### src/rtl/id_ex_stage_reg_pkg.sv
// Shared ID/EX definitions: control-bundle widths, field positions, halt FSM states and drain depth.
package id_ex_stage_reg_pkg;

    localparam int EX_CTRL_W = 15;
    localparam int MA_CTRL_W = 2;
    localparam int WB_CTRL_W = 3;

    localparam int EX_NEED_RS1 = 0;
    localparam int EX_NEED_RS2 = 1;
    localparam int MA_EN       = 0;
    localparam int MA_RW       = 1;
    localparam int WB_R_WE     = 0;

    localparam int PERF_CNT_W  = 32;

    // HLT plus three trailing bubbles must clear before the core reports halted
    localparam int DRAIN_CNT_W = 2;
    localparam logic [DRAIN_CNT_W-1:0] DRAIN_DEPTH = 2'd3;

    typedef enum logic [1:0] {
        ST_RUN    = 2'd0,
        ST_DRAIN  = 2'd1,
        ST_HALTED = 2'd2
    } halt_state_e;

endpackage

### src/rtl/id_ex_hazard_detect.sv
// Load-use hazard detection between the load held in EX and the instruction in decode.
module id_ex_hazard_detect #(
    parameter int REG_AW = 5
) (
    input  logic              ex_load_i,
    input  logic [REG_AW-1:0] ex_rd_addr_i,
    input  logic              de_valid_i,
    input  logic              de_need_rs1_i,
    input  logic              de_need_rs2_i,
    input  logic [REG_AW-1:0] de_rs1_addr_i,
    input  logic [REG_AW-1:0] de_rs2_addr_i,
    output logic              hz_o
);

    logic needRs1;
    logic needRs2;

    // An unknown NEED bit must never manufacture a stall
    assign needRs1 = (de_need_rs1_i === 1'b1);
    assign needRs2 = (de_need_rs2_i === 1'b1);

    assign hz_o = ex_load_i & de_valid_i &
                  ((needRs1 & (de_rs1_addr_i == ex_rd_addr_i)) |
                   (needRs2 & (de_rs2_addr_i == ex_rd_addr_i)));

endmodule

### src/rtl/id_ex_stage_reg.sv
// Decode-to-execute pipeline register with load-use bubbles, flush, and HLT drain sequencing.
// Optional performance counters are enabled by defining ID_EX_PERF_CNT_EN.
module id_ex_stage_reg
    import id_ex_stage_reg_pkg::*;
#(
    parameter int DATA_W = 32,
    parameter int REG_AW = 5
) (
    input  logic                 clk,
    input  logic                 rst_n,
    input  logic                 de_valid,
    input  logic                 de_halt,
    input  logic [DATA_W-1:0]    de_pc,
    input  logic [EX_CTRL_W-1:0] de_ex_ctrl,
    input  logic [MA_CTRL_W-1:0] de_ma_ctrl,
    input  logic [WB_CTRL_W-1:0] de_wb_ctrl,
    input  logic [REG_AW-1:0]    de_rs1_addr,
    input  logic [REG_AW-1:0]    de_rs2_addr,
    input  logic [REG_AW-1:0]    de_rd_addr,
    input  logic [DATA_W-1:0]    de_rs1_data,
    input  logic [DATA_W-1:0]    de_rs2_data,
    input  logic [DATA_W-1:0]    de_imm,
    input  logic                 ex_flush,
    input  logic                 mem_stall,
    output logic                 de_stall,
    output logic                 ex_valid,
    output logic                 ex_halt,
    output logic [DATA_W-1:0]    ex_pc,
    output logic [DATA_W-1:0]    ex_rs1_data,
    output logic [DATA_W-1:0]    ex_rs2_data,
    output logic [DATA_W-1:0]    ex_imm,
    output logic [EX_CTRL_W-1:0] ex_ex_ctrl,
    output logic [MA_CTRL_W-1:0] ex_ma_ctrl,
    output logic [WB_CTRL_W-1:0] ex_wb_ctrl,
    output logic [REG_AW-1:0]    ex_rs1_addr,
    output logic [REG_AW-1:0]    ex_rs2_addr,
    output logic [REG_AW-1:0]    ex_rd_addr,
    output logic                 halted
`ifdef ID_EX_PERF_CNT_EN
    ,
    output logic [PERF_CNT_W-1:0] stall_cnt,
    output logic [PERF_CNT_W-1:0] flush_cnt
`endif
);

    typedef struct packed {
        logic                 valid;
        logic                 halt;
        logic [DATA_W-1:0]    pc;
        logic [EX_CTRL_W-1:0] exCtrl;
        logic [MA_CTRL_W-1:0] maCtrl;
        logic [WB_CTRL_W-1:0] wbCtrl;
        logic [REG_AW-1:0]    rs1Addr;
        logic [REG_AW-1:0]    rs2Addr;
        logic [REG_AW-1:0]    rdAddr;
        logic [DATA_W-1:0]    rs1Data;
        logic [DATA_W-1:0]    rs2Data;
        logic [DATA_W-1:0]    imm;
    } stage_t;

    stage_t                 stage_q, stage_d, deStage;
    halt_state_e            haltState_q;
    logic [DRAIN_CNT_W-1:0] drainCnt_q;
    logic                   halted_q;
    logic                   exLoad, hz;
    logic                   loadHalt, hzBubble, flushTaken;

    assign exLoad = stage_q.valid & stage_q.maCtrl[MA_EN] & ~stage_q.maCtrl[MA_RW] &
                    stage_q.wbCtrl[WB_R_WE];

    id_ex_hazard_detect #(.REG_AW(REG_AW)) u_hazard (
        .ex_load_i     (exLoad),
        .ex_rd_addr_i  (stage_q.rdAddr),
        .de_valid_i    (de_valid),
        .de_need_rs1_i (de_ex_ctrl[EX_NEED_RS1]),
        .de_need_rs2_i (de_ex_ctrl[EX_NEED_RS2]),
        .de_rs1_addr_i (de_rs1_addr),
        .de_rs2_addr_i (de_rs2_addr),
        .hz_o          (hz)
    );

    always_comb begin
        deStage = '0;
        if (de_valid) begin
            deStage.valid   = 1'b1;
            deStage.halt    = de_halt;
            deStage.pc      = de_pc;
            deStage.exCtrl  = de_ex_ctrl;
            deStage.maCtrl  = de_ma_ctrl;
            deStage.wbCtrl  = de_wb_ctrl;
            deStage.rs1Addr = de_rs1_addr;
            deStage.rs2Addr = de_rs2_addr;
            deStage.rdAddr  = de_rd_addr;
            deStage.rs1Data = de_rs1_data;
            deStage.rs2Data = de_rs2_data;
            deStage.imm     = de_imm;
        end
    end

    // mem_stall freezes everything; in RUN a flush outranks the load-use bubble
    always_comb begin
        stage_d    = stage_q;
        de_stall   = 1'b0;
        loadHalt   = 1'b0;
        hzBubble   = 1'b0;
        flushTaken = 1'b0;
        case (haltState_q)
            ST_RUN: begin
                if (mem_stall) begin
                    de_stall = 1'b1;
                end else if (ex_flush) begin
                    stage_d    = '0;
                    flushTaken = 1'b1;
                end else if (hz) begin
                    stage_d  = '0;
                    de_stall = 1'b1;
                    hzBubble = 1'b1;
                end else begin
                    stage_d  = deStage;
                    loadHalt = de_valid & de_halt;
                end
            end
            ST_DRAIN: begin
                de_stall = 1'b1;
                if (!mem_stall) stage_d = '0;
            end
            default: begin
                de_stall = 1'b1;
                stage_d  = '0;
            end
        endcase
    end

    always_ff @(posedge clk or negedge rst_n) begin
        if (!rst_n) stage_q <= '0;
        else        stage_q <= stage_d;
    end

    always_ff @(posedge clk or negedge rst_n) begin
        if (!rst_n) begin
            haltState_q <= ST_RUN;
            drainCnt_q  <= '0;
            halted_q    <= 1'b0;
        end else begin
            case (haltState_q)
                ST_RUN: begin
                    if (loadHalt) begin
                        haltState_q <= ST_DRAIN;
                        drainCnt_q  <= DRAIN_DEPTH;
                    end
                end
                ST_DRAIN: begin
                    if (!mem_stall) begin
                        if (drainCnt_q == 2'd1) begin
                            haltState_q <= ST_HALTED;
                            halted_q    <= 1'b1;
                        end
                        drainCnt_q <= drainCnt_q - 2'd1;
                    end
                end
                default: halted_q <= 1'b1;
            endcase
        end
    end

`ifdef ID_EX_PERF_CNT_EN
    logic [PERF_CNT_W-1:0] stallCnt_q, flushCnt_q;

    always_ff @(posedge clk or negedge rst_n) begin
        if (!rst_n) begin
            stallCnt_q <= '0;
            flushCnt_q <= '0;
        end else begin
            if (hzBubble && (stallCnt_q != '1)) stallCnt_q <= stallCnt_q + 1'b1;
            if (flushTaken && (flushCnt_q != '1)) flushCnt_q <= flushCnt_q + 1'b1;
        end
    end

    assign stall_cnt = stallCnt_q;
    assign flush_cnt = flushCnt_q;
`endif

    assign ex_valid    = stage_q.valid;
    assign ex_halt     = stage_q.halt;
    assign ex_pc       = stage_q.pc;
    assign ex_ex_ctrl  = stage_q.exCtrl;
    assign ex_ma_ctrl  = stage_q.maCtrl;
    assign ex_wb_ctrl  = stage_q.wbCtrl;
    assign ex_rs1_addr = stage_q.rs1Addr;
    assign ex_rs2_addr = stage_q.rs2Addr;
    assign ex_rd_addr  = stage_q.rdAddr;
    assign ex_rs1_data = stage_q.rs1Data;
    assign ex_rs2_data = stage_q.rs2Data;
    assign ex_imm      = stage_q.imm;
    assign halted      = halted_q;

endmodule
### config.mk
export PLATFORM = sky130hd
export DESIGN_NAME = id_ex_stage_reg
export DESIGN_NICKNAME = d
export VERILOG_FILES = /design/src/rtl/id_ex_stage_reg_pkg.sv /design/src/rtl/id_ex_hazard_detect.sv /design/src/rtl/id_ex_stage_reg.sv
export SDC_FILE = /design/constraint.sdc
export NUM_CORES = 1
export LEC_CHECK = 0
export ABC_AREA = 1
export CAP_MARGIN = 40
export CORE_AREA = 4 4 139 141
export CTS_CLUSTER_SIZE = 8
export DETAILED_ROUTE_END_ITERATION = 6
export DIE_AREA = 0 0 143 145
export GPL_ROUTABILITY_DRIVEN = 0
export PLACE_DENSITY = 0.81
export SYNTH_ARGS = -nofsm -noshare
export SYNTH_HDL_FRONTEND = slang
export SYNTH_SLANG_ARGS = --single-unit
### constraint.sdc
create_clock -name clk -period 1.8 [get_ports clk]
set_input_delay 0.27 -clock clk [delete_from_list [all_inputs] [get_ports clk]]
set_output_delay 0.27 -clock clk [all_outputs]
set_load 0.01 [all_outputs]
==> key figures, run 1 <==
Run status
  – Status: finished, violations left
  – Violated checks: setup timing

Global route
  – First-pass GRT wire length: between 30 and 40 mm
  – Largest net degree at the start of global routing: 59
  – Initial antenna violation count: 0
  – Total gr overflow: 0
  – Vias in the first global route: 6,611
  – All-layer global routing usage: 21.2%

Worst setup path
  – Cell mode on critical path: nand2_1
  – Slowest-stage cell, CP: dfrtp_1
  – CP peak stage delay: 430 ps
  – Critical Path Fanout Max: 4
  – CP Capture Type: output pin
  – CP Cell Sequence: inv_2 -> nand2_1 -> nand2_1 -> nor2_1 -> nand3_1 -> nand2_1 -> nand2_2 -> o211ai_1 -> buf_2
  – Crit path required time: around 1500 ps
  – CP arrival: 1720 ps
  – Reg2Reg Depth: 12
  – Crit start category: flop
  – Critical path class: flop to output pin

Synth
  – Count of cell types in the netlist: 22
  – Async SR Flop Fraction: 100%
  – Area contributors post-synth: dfrtp_1, o21ai_2, nand2_1
  – Most frequent cell after synthesis: nand2_1
  – Synth top area share: a little under three fifths
  – Synth Flop Type: dfrtp_1
  – Syn nets: ~950
  – Yosys warns: 0
  – Register bit total from synthesis: 170
  – Cell count after synthesis: 775
  – Synth area leader: dfrtp_1
  – Post-Syn Area per Cell: about 9.9 µm²
  – Syn Std Cell Area: 7670 µm²
  – EDFF count, synth: 0
  – Top cells by instance count after synthesis: nand2_1, dfrtp_1, inv_1, o21ai_2, clkbuf_1
  – Sequential area share after synthesis: between 50% and 60%

Drt
  – Antenna-violating nets left: 0
  – Routed wire length per instance: 15.6 µm
  – WL final: about 22 mm
  – # DRC: 0
  – Detailed Routing Iterations Pass 1: 4
  – DR iter-0 viols: 240
  – Routed via count: between 6,000 and 7,000
  – Vias/cell: about 4.5

Timing
  – Min Tclk post-route: 1990 ps
  – Final Skew: roughly 12 ps
  – Hold Fails Final Rpt: 0
  – # setup viols final: 1
  – Measured slew at the worst slew-check pin: between 400 and 500 ps
  – RSZ-0062 raised after global routing: true
  – Setup total negative slack: -189 ps
  – Max Freq: between 500 and 600 MHz
  – Fin crit share: 111%
  – Slew HR: between 70 and 80%
  – Final worst setup slack: -189 ps
  – Pins over their slew limit: 0

Finish
  – Share of layout cells above drive strength 1: 23.5%
  – Register area: approximately 4300 µm²
  – Multi-input logic area: about 2400 µm²
  – Filler Cells Inserted: between 1,000 and 1,500
  – Number of nets in the layout: approximately 1,300
  – P&R area growth vs syn: 59.4%
  – Finished Layout Cells: approximately 1,400
  – Antenna Cells: 0

Floorplan
  – Core area: about 18,000 µm²
  – I/O pin total: 336
  – Die ar.: a little over 20,000 µm²
  – Starting density of the core: 42.7%
  – Die Y: around 150 µm
  – Die width: approximately 140 µm
  – Row cnt: 49

Clock tree
  – Clock buffer count from CTS: 17
  – Clk root buf: clkbuf_16
  – CTS tree: done
  – CTS H-tree depth: 4
  – Num Clock Sinks: 170
  – Reg clk slew, reported paths: roughly 70 ps
  – Deepest clock path buffer count: 2
  – Worst-Skew Late Latency: around 420 ps

Place
  – IO Port Bufs: between 300 and 400
  – Place WS: -483 ps
  – Placed cells: about 1,400
  – Dpl hpwl: roughly 17 mm

Job
  – Max-cap violations: 0

Pwr
  – P_leak: between 6 and 7 nW
  – Worst VDD drop: 0.616 mV
  – Power per standard cell area: between 900 and 1000 nW/µm²

Min path
  – Tightest Hold Check Type: input pin to asynchronous set/reset pin
==> path summary, 6_finish.rpt <==
kind	start	to	slack (ps)
max in group asynchronous	rst_n	ex_rs1_data[21]$_DFFE_PN0P_	740
min in group clk	de_rs1_data[29]	ex_rs1_data[29]$_DFFE_PN0P_	390
hold / removal	rst_n	ex_rs2_data[31]$_DFFE_PN0P_	340
setup reg to reg	ex_rd_addr[3]$_DFFE_PN0P_	ex_imm[25]$_DFFE_PN0P_	80
hold reg to reg	ex_imm[6]$_DFFE_PN0P_	ex_imm[6]$_DFFE_PN0P_	480
setup / recovery	ex_rd_addr[3]$_DFFE_PN0P_	de_stall	-190
==> cells by family after synthesis <==
group / count (synthesis) / share of synthesized area (%)
and+or+nand+nor: 226 / 11.6
DFF: 170 / 55.5
AOI/OAI and AO/OA: 166 / 19.0
buffers and inverters: 212 / 13.8
adders and majority gates: 1 / 0.163
==> sequential cells by signal, indices dropped and copies added, names as in the netlist, 3 cells and up <==
name         count
ex_imm          32
ex_rd_addr       5
ex_rs1_data     32
ex_rs1_addr      5
ex_rs2_addr      5
ex_pc           32
ex_wb_ctrl       3
ex_rs2_data     32
ex_ex_ctrl      15
==> layout make-up <==
class	instances	area share, %
Sequential cell	170	34.8
Timing Repair Buffer	405	33.6
Multi-Input combinational cell	393	19.4
Inverter	177	5.44
Clock buffer	18	3.59
Tap cell	229	2.34
Clock inverter	13	0.901
==> worst max-delay path, delay by kind of cell, from the launching register on <==
family	cells	cell delay (ps)
buf+inv	2	240
flops	1	430
compound gates	1	200
simple gates	6	430
==> timing repair <==
action,CTS,global route
hold endpoints to repair,34,0
hold buffers,1,0
pin swaps,2,5
endpoints found under the setup margin,3,31
resized for setup,7,3
buffers inserted,2,2
==> through the flow <==
stage	total power [W]	hold slack (ps)	area, µm²	util [%]
2_1_floorplan	0.00588	-25.6	7670	-
3_3_place_gp	0.00764	205	11600	64.8
3_5_place_dp	0.00770	217	11600	64.8
4_1_cts	0.0112	327	12200	67.9
5_1_grt	0.0117	355	12200	68.0
6_report	0.0111	336	12200	68.0
==> where the power goes <==
part	switching, W	internal, W	total (W)
clock network	0.00163	0.00184	0.00347
registers	0.000255	0.00423	0.00448
logic	0.00147	0.00165	0.00312
==> placed cells by master, fill, tap and decap left out, drive strengths merged <==
cell type,instances
clkdlybuf4s50,329
nand2,201
inv,184
dfrtp,170
o21ai,157
buf,72
clkbuf,18
nor2,13
nand3,9
o22ai,6
clkinv,5
or2,2
dlygate4sd2,2
nor3,1
o211ai,1
o31ai,1
a31oi,1
ha,1
clkinvlp,1
dlygate4sd3,1
dlymetal6s2s,1
==> layer usage <==
layer	track usage, %	wire length, µm	vias up
met4	9.41	830	0
met1	25.5	8690	2988
met3	4.90	1320	53
li1	-	-	3119
met5	0	0	-
met2	35.9	11000	221
Power figures use the tool's default switching activity.
==> run 2: changes to the inputs <==
--- a/config.mk
+++ b/config.mk
@@ -7,12 +7,12 @@
 export LEC_CHECK = 0
 export ABC_AREA = 1
 export CAP_MARGIN = 40
-export CORE_AREA = 4 4 139 141
+export CORE_AREA = 4 4 129 131
 export CTS_CLUSTER_SIZE = 8
 export DETAILED_ROUTE_END_ITERATION = 6
-export DIE_AREA = 0 0 143 145
+export DIE_AREA = 0 0 133 135
+export DONT_BUFFER_PORTS = 1
 export GPL_ROUTABILITY_DRIVEN = 0
-export PLACE_DENSITY = 0.81
 export SYNTH_ARGS = -nofsm -noshare
 export SYNTH_HDL_FRONTEND = slang
 export SYNTH_SLANG_ARGS = --single-unit
==> run 2 against run 1 <==
Against the previous run:
- the run ends with hold timing, setup timing left
- clock skew decreased by 3.9 ps
- wire length shrank 0.87%
- non-clock buffer count is 198 lower
==> key figures, run 2 (synthesized netlist as in run 1, its figures left out) <==
Worst setup path
  – CP arrival: around 1700 ps
  – Crit path required time: between 1500 and 2000 ps
  – Cell mode on critical path: nand2_1
  – Stages on worst setup path: 7
  – Critical path class: flop to output pin
  – Reg2Reg Depth: 13
  – RR Endpoint: ex_rs2_addr[2]$_DFFE_PN0P_
  – Capture point of the worst path: de_stall
  – CP Capture Type: output pin
  – FF-to-FF setup slack: -70 ps
  – Delay-heaviest family, CP: simple AND/OR/NAND/NOR gates
  – Critical Path Fanout Max: 4
  – Worst r2r src: ex_rd_addr[1]$_DFFE_PN0P_
  – CP Cell Sequence: nand2_1 -> nand2_1 -> nor2_2 -> nand3_1 -> nand2_1 -> nand2_2 -> o211ai_1
  – Worst Path Buf+Inv: 0
  – Crit start category: flop
  – Slowest-stage cell, CP: dfrtp_2
  – Crit path launch: ex_rd_addr[4]$_DFFE_PN0P_
  – CP peak stage delay: ~450 ps

Clock tree
  – CTS tree: done
  – CTS H-tree depth: 4
  – Clock buffer count from CTS: 17
  – Worst-Skew Late Latency: between 400 and 500 ps
  – Deepest clock path buffer count: 2
  – Reg clk slew, reported paths: approximately 70 ps
  – Post-CTS Hold Buffers: 152
  – Num Clock Sinks: 170
  – Clk root buf: clkbuf_16

Finish
  – Most common cell after layout, fill and taps aside: nand2_1
  – Filler Cells Inserted: around 1,100
  – Commonest non-fill, non-tap cells in the layout: nand2_1, inv_1, dfrtp_1
  – P&R area growth vs syn: 37.8%
  – Antenna Cells: 0
  – Number of nets in the layout: 1,136
  – Design area: 10,600 µm²
  – Finished Layout Cells: between 1,000 and 1,500
  – Post-Route Utilization: 67.7%
  – Share of layout cells above drive strength 1: 26.9%

Drt
  – Routed wire length per instance: between 15 and 20 µm
  – DR iter-0 viols: between 300 and 400
  – Vias/cell: around 4.9
  – Routed via count: roughly 5,900
  – Detailed Routing Iterations Pass 1: 5
  – Antenna-violating nets left: 0
  – WL final: around 22 mm
  – # DRC: 0

Job
  – Max-cap violations: 0

Timing
  – Max Freq: 511 MHz
  – Hold WS: -463 ps
  – Final worst setup slack: -156 ps
  – Hold Fails Final Rpt: 171
  – Final Skew: 8.01 ps
  – Min Tclk post-route: between 1500 and 2000 ps
  – Fin crit share: 109%
  – Slew HR: 75.0%
  – Pins over their slew limit: 0
  – Measured slew at the worst slew-check pin: 374 ps
  – # setup viols final: 93
  – RSZ-0062 raised after global routing: true

Global route
  – Largest net degree at the start of global routing: 171
  – Total gr overflow: 0
  – Initial antenna violation count: 0
  – All-layer global routing usage: between 20% and 30%
  – Vias in the first global route: just over 6,000
  – First-pass GRT wire length: 31.4 mm

Floorplan
  – Die width: 133 µm
  – Die Y: around 140 µm
  – Core area: about 16,000 µm²
  – Row cnt: 46
  – Die ar.: ~18,000 µm²
  – Starting density of the core: about half
  – I/O pin total: 336

Place
  – IO Port Bufs: 0
  – Placed cells: around 970
  – Dpl hpwl: between 10 and 15 mm
  – Placed Instance Area: about 7800 µm²

Pwr
  – P_leak: 5.46 nW
  – Worst VDD drop: around 0.66 mV
  – Power per standard cell area: roughly 960 nW/µm²

Run status
  – Violated checks: hold timing, setup timing
  – Status: finished, violations left

Min path
  – Tightest Hold Check Type: input pin to asynchronous set/reset pin
run 2: changes by cell type in the layout (fill, tap and decap cells not counted), moves of 11 or more:
cell / delta
clkbuf_16: +15
dlygate4sd3_1: +151
clkdlybuf4s50_1: -329
buf_4: -34
buf_12: -11
run 2: worst reg2reg max path: stages, from the launching register on:
cell       delay, ps
dfrtp_2          450
inv_2             90
nand2_1           60
nand2_1           60
nor2_1            40
nand3_1           70
nand2_1           60
nand2_2           60
buf_4            130
nand3_4          140
buf_4            190
clkbuf_16        150
buf_4            130
o21ai_0          150
run 2: power by group:
group          internal (W)  total (W)  switching (W)  leakage [nW]
sequential          0.00423    0.00478       0.000547          2.32
clock               0.00185    0.00339        0.00154         0.255
combinational      0.000958    0.00201        0.00105          2.88
run 2: what timing repair did:
item / in CTS / in global routing
pin swaps: 1 / 6
resized for setup: 4 / 24
setup endpoints to repair: 1 / 134
setup buffers: 2 / 18
endpoints found under the hold margin: 322 / 170
cloned: 0 / 18
run 2: per-stage QoR:
stage,setup TNS [ps],setup WS (ps),total power [W]
2_1_floorplan,0,362,0.00588
3_3_place_gp,0,157,0.00616
3_5_place_dp,0,94.9,0.00622
4_1_cts,-162,-162,0.00989
5_1_grt,-20220,-288,0.0106
6_report,-2850,-156,0.0102
run 2: final cells by class:
type | instances | area (µm²) | area share, %
Clock inverter | 12 | 91.3 | 0.865
Clock buffer | 20 | 457 | 4.32
Timing Repair Buffer | 207 | 2440 | 23.1
Sequential cell | 170 | 4260 | 40.3
Multi-Input combinational cell | 393 | 2380 | 22.5
Tap cell | 216 | 270 | 2.56
Inverter | 177 | 667 | 6.32
run 2: worst min path at each step:
stage	startpoint	endpoint	slack [ps]	cells past startpoint
after global routing	rst_n	ex_rs2_data[27]$_DFFE_PN0P_	-490	0
after global placement	rst_n	ex_rs2_data[26]$_DFFE_PN0P_	-20	0
after detailed placement	rst_n	ex_rs2_data[26]$_DFFE_PN0P_	-20	0
after CTS	rst_n	ex_rs2_data[26]$_DFFE_PN0P_	-480	0
after floorplan	rst_n	drainCnt_q[0]$_DFFE_PN0P_	-30	0
final	rst_n	ex_rs2_data[26]$_DFFE_PN0P_	-460	0
run 2: routing by layer:
metal	part of all wire (%)	vias up	track usage [%]
li1	-	2731	-
met4	2.6	0	9.06
met5	0	-	0
met1	37	2844	24.2
met2	51	258	38.0
met3	9.3	46	9.02
==> run 3: changes to the inputs <==
--- a/config.mk
+++ b/config.mk
@@ -6,7 +6,7 @@
 export NUM_CORES = 1
 export LEC_CHECK = 0
 export ABC_AREA = 1
-export CAP_MARGIN = 40
+export CAP_MARGIN = 25
 export CORE_AREA = 4 4 129 131
 export CTS_CLUSTER_SIZE = 8
 export DETAILED_ROUTE_END_ITERATION = 6
==> results of run 3 <==
The final DEF is identical to that of run 2; final timing and power are the same.
